==> config.mk <==
export PLATFORM = sky130hd
export DESIGN_NAME = srl_fifo
export DESIGN_NICKNAME = d
export VERILOG_FILES = /design/src/rtl/srl_fifo.sv
export SDC_FILE = /design/constraint.sdc
export NUM_CORES = 1
export LEC_CHECK = 0
export ABC_AREA = 1
export BUFFER_PORTS_ARGS = -buffer_cell sky130_fd_sc_hd__buf_2
export CAP_MARGIN = 10
export CELL_PAD_IN_SITES_DETAIL_PLACEMENT = 1
export CELL_PAD_IN_SITES_GLOBAL_PLACEMENT = 1
export CORE_ASPECT_RATIO = 0.9
export CORE_MARGIN = 3
export CORE_UTILIZATION = 46
export DETAILED_ROUTE_END_ITERATION = 10
export PLACE_DENSITY = 0.87
export SYNTH_ARGS = -nofsm -noshare
export SYNTH_HDL_FRONTEND = slang
export SYNTH_SLANG_ARGS = --single-unit
==> constraint.sdc <==
create_clock -name CLK -period 5.68 [get_ports CLK]
set_input_delay 1.136 -clock CLK [delete_from_list [all_inputs] [get_ports CLK]]
set_output_delay 1.136 -clock CLK [all_outputs]
set_load 0.02 [all_outputs]
==> src/rtl/srl_fifo.sv <==
`default_nettype none
// ============================================================================
//  Module   : srl_fifo
//  Purpose  : First-word-fall-through FIFO on an addressable shift chain.
//             Every write shifts the whole chain one entry deeper. The oldest
//             word is read combinationally from index (count - 1).
//  Revision : 1.0 - initial release
// ============================================================================
module srl_fifo #(
   parameter int WIDTH = 8,
   parameter int DEPTH = 16,
   localparam int CW   = $clog2(DEPTH + 1)
) (
   input  logic             CLK,
   input  logic             RST_N,
   input  logic             valid_i,
   output logic             ready_o,
   input  logic [WIDTH-1:0] data_i,
   output logic             valid_o,
   input  logic             ready_i,
   output logic [WIDTH-1:0] data_o,
   output logic [CW-1:0]    count_o
);

   localparam logic [CW-1:0] FULL_COUNT = CW'(DEPTH);

   // Shift-chain storage. It is never reset, so words above the occupancy
   // count are don't-care.
   logic [WIDTH-1:0] mem [DEPTH];

   logic [CW-1:0]    count;
   logic [CW-1:0]    count_next;
   logic             push;
   logic             pop;
   logic [WIDTH-1:0] rd_data;

   // Handshake qualifiers. ready_o also drops while reset is held. A full FIFO
   // refuses writes even when a pop happens in the same cycle.
   assign ready_o = (count != FULL_COUNT) && RST_N;
   assign valid_o = (count != '0);
   assign push    = valid_i && ready_o;
   assign pop     = valid_o && ready_i;
   assign count_o = count;
   assign data_o  = rd_data;

   // Shift the chain on every accepted write. The new word lands at index 0.
   always_ff @(posedge CLK) begin
      if (push) begin
         mem[0] <= data_i;
         for (int i = 1; i < DEPTH; i++) begin
            mem[i] <= mem[i-1];
         end
      end
   end

   // Next occupancy. A push and a pop together leave the count unchanged,
   // because the shift moves the next-oldest word into slot count-1.
   always_comb begin
      count_next = count;
      case ({push, pop})
         2'b10:   count_next = count + CW'(1);
         2'b01:   count_next = count - CW'(1);
         default: count_next = count;
      endcase
   end

   // Occupancy register. It clears asynchronously so the outputs idle
   // immediately when reset is asserted.
   always_ff @(posedge CLK or negedge RST_N) begin
      if (!RST_N) begin
         count <= '0;
      end else begin
         count <= count_next;
      end
   end

   // DEPTH:1 read mux addressed by count-1. Output is zero when empty.
   always_comb begin
      rd_data = '0;
      for (int i = 0; i < DEPTH; i++) begin
         if (count == CW'(i + 1)) begin
            rd_data = mem[i];
         end
      end
   end

endmodule
`default_nettype wire

==> impl_metrics.py <==
metrics = {
    "power": {
        "power_density_nw_per_um2": 500,
        "netSwitchingPower_mw": 1.21,
        "peakVddDrop_mv": 0.290,
        "p_int_mw": 2.11,
        "combPwrFrac_pct": 33.3,
        "p_sw_share_pct": 36.5,
        "pwr-share-clk_pct": 29.3,
        "power_leakage_nw": 2.60,
        "seq_power_share_pct": 37.4,
    },
    "job": {
        "cap_violations": 0,
    },
    "timing": {
        "fin_tns_setup_ps": 0,
        "slew_viol_final": 0,
        "setup_viol": 0,
        "fmax_mhz": 222,
        "rsz0062_at_grt": "false",
        "hold_viol_final": 0,
        "slew_headroom_pct": 42.6,
        "min_period_ps": 4510,
        "fin_worst_skew_ps": 6.34,
        "worst-slew-pin-transition_ps": 861,
        "fin_crit_sh_pct": 79.4,
    },
    "worst_setup_path": {
        "path_max_fanout": 13,
        "critical_path_class": "reg -> out",
        "required_ps": 4540,
        "critPathArrivalTime_ps": 3380,
        "path_delay_family": "simple AND/OR/NAND/NOR gates",
        "crit_chain": "inv_1 -> ha_1 -> inv_1 -> nor2_1 -> buf_4 -> nand2_1 -> or2_2 -> nand3_1 -> nand4_1 -> nand2_1 -> nand2_1 -> nand2_1 -> nand3_1 -> nand3_1 -> nand2_1 -> nand2_1 -> nand4_1 -> nand2_1 -> nand2_1 -> nand2_1 -> nand2_1 -> buf_2",
        "cp.buffers_inverters": 4,
        "cp_common_cell": "nand2_1",
        "worstSetupEndpointType": "primary output",
        "slowest_delay_ps": 450,
        "slowest_stage": "dfrtp_1",
        "crit_path_start_kind": "register",
    },
    "clock_network": {
        "h-tree-depth": 4,
        "clockBufferDepth": 2,
        "cts.clk_slew.worst_paths_ps": 50,
        "cts.sinks": 133,
        "clockRootBuffer": "clkbuf_16",
        "cts_made_buffers": 17,
        "clk_latency_ps": 420,
        "cts_tree": "done",
        "postCtsHoldBufs": 0,
        "post_cts_buffers": 0,
        "cts.repair.resized": 0,
    },
    "global_route": {
        "antenna_found_initial": 0,
        "grt_pass1_vias": 4055,
        "grt_pass1_wl_mm": 19.8,
        "grt_overflow_total": 0,
        "grt_max_degree": 68,
        "grt_util_all_layers_pct": 17.8,
    },
    "floorplan": {
        "rows": 38,
        "start_util_pct": 47.6,
        "design.core.area_um2": 12200,
        "fp.dieH_um": 113,
        "die_area_um2": 14000,
        "io_pins": 27,
        "die-width_um": 125,
    },
    "final_layout": {
        "fin_cells": 740,
        "num_antenna_cells": 0,
        "nNetsFinal": 587,
        "drive_gt1_share_pct": 14.1,
        "area_delta_synth_final_pct": 14.0,
    },
    "yosys": {
        "yosysSeqAreaShare_pct": 68.2,
        "synth_area_leader_cell": "edfxtp_1",
        "synth-warning-count": 0,
        "ys_types": 33,
        "synth_area_um2": 5820,
        "synth_cells": 528,
        "postSynthAreaPerCell_um2": 11.0,
        "yosys.area.top_type_share_pct": 66.0,
        "syn_nets": 547,
        "yosys-top-cells-area": "edfxtp_1, nand2_1, nand3_1",
        "synth-seq-cells": 133,
    },
    "min_path": {
        "hold_path.class": "reg -> reg",
    },
    "run_status": {
        "status": "complete, no violations",
    },
    "detailed_routing": {
        "drc": 0,
        "dr.pass1.iters": 4,
        "vias": 3749,
        "via_per_inst": 5.07,
        "drt-total-wl_mm": 11.8,
        "drtIter0Drc": 243,
        "drt.antenna.violating_nets": 0,
        "routedWlPerCell_um": 16.0,
    },
    "placed_design": {
        "dp_hpwl_mm": 7.91,
        "globalplace.congestion": 0.803,
        "dp.cells": 708,
        "io_buffers": 26,
    },
}
## cells in the mapped netlist
cell      number
a21boi_0       1
a21oi_1        2
a31oi_1        2
buf_2          2
buf_4          1
buf_6          1
clkbuf_1       3
clkbuf_4       1
clkbuf_8       2
clkinv_1       2
dfrtp_1        5
edfxtp_1     128
ha_1           7
inv_1         49
inv_2          6
inv_4          1
nand2_1      169
nand2_2        1
nand3_1       44
nand3b_1       1
nand4_1       15
nor2_1        28
nor2_2         3
nor2_4         5
nor3_1         1
o21ai_0       16
o21ai_1        3
o21bai_1       2
o22ai_1        2
or2_0          8
or2_2         12
xnor2_1        2
xor2_1         3
## worst reg2reg max path: stages (launching register included)
cell	delay, ps
dfrtp_1	450
inv_1	150
ha_1	220
inv_1	100
nor3_2	80
nor2_1	130
nand2_1	130
inv_4	620
buf_4	580
## power by group through the flow
stage | clock network (mW) | registers (mW) | logic, mW
global route | 1.03 | 1.25 | 1.26
global placement | 0 | 1.25 | 1.06
floorplan | 0 | 1.27 | 0.765
CTS | 0.990 | 1.24 | 1.12
finish | 0.971 | 1.24 | 1.11
detailed placement | 0 | 1.26 | 1.10
## layout make-up
| class | instances | area (µm²) |
|---|---|---|
| fill | 1317 | 5590 |
| sequential | 133 | 3970 |
| multi-input combinational | 327 | 1560 |
| clock buffer | 23 | 448 |
| inverter | 58 | 223 |
| tap | 160 | 200 |
| timing repair buffer | 31 | 171 |
| clock inverter | 8 | 60.1 |
## layer usage
layer	track usage [%]	vias up	part of all wire, %
met5	0	-	0
met4	5.04	0	1.3
met3	5.47	13	4.3
met2	31.3	65	51
met1	21.4	1818	43
li1	-	1853	-
## final timing paths
| check | to | cells after the start | slack [ps] | from |
|---|---|---|---|---|
| worst min register to register | mem[0][22] | 0 | 440 | mem[0][14] |
| worst min-delay path | mem[0][22] | 0 | 440 | mem[0][14] |
| worst max-delay path | data_o[0] | 22 | 1170 | count_o[0] |
| max in group asynchronous | count_o[4] | 1 | 5010 | RST_N |
| min in group asynchronous | count_o[2] | 1 | 530 | RST_N |
| worst max register to register | mem[1][19] | 8 | 2860 | count_o[0] |
## state kept, by name (all words and copies together) (netlist names)
name     count
count_o      5
mem        128
## cell usage in the layout (no fill, tap or decap), drive strengths merged, types with 15 or more instances in the layout
| cell type | count |
|---|---|
| nand3 | 44 |
| edfxtp | 128 |
| o21ai | 19 |
| clkbuf | 23 |
| nand2 | 170 |
| or2 | 20 |
| inv | 56 |
| nor2 | 36 |
| buf | 31 |
| nand4 | 15 |
## logic make-up after synthesis
group           Yosys count  synth area share, %
simple gates            287                 21.9
flops                   133                 68.2
buf+inv                  68                 5.07
compound gates           28                 2.62
fa+ha+maj                 7                 1.50
xor+xnor                  5                0.753
## through the flow
stage | util (%) | instance area (µm²) | hold slack, ps | worst slack [ps] | power, mW
after CTS | 54.2 | 6620 | 438 | 1140 | 3.35
after detailed placement | 50.0 | 6110 | 426 | 1710 | 2.36
after floorplan | - | 5820 | 417 | 1090 | 2.04
after global routing | 54.3 | 6630 | 452 | 792 | 3.54
after global placement | 50.0 | 6110 | 419 | 1780 | 2.31
final | 54.3 | 6630 | 437 | 1170 | 3.32
Power figures use the tool's default switching activity.
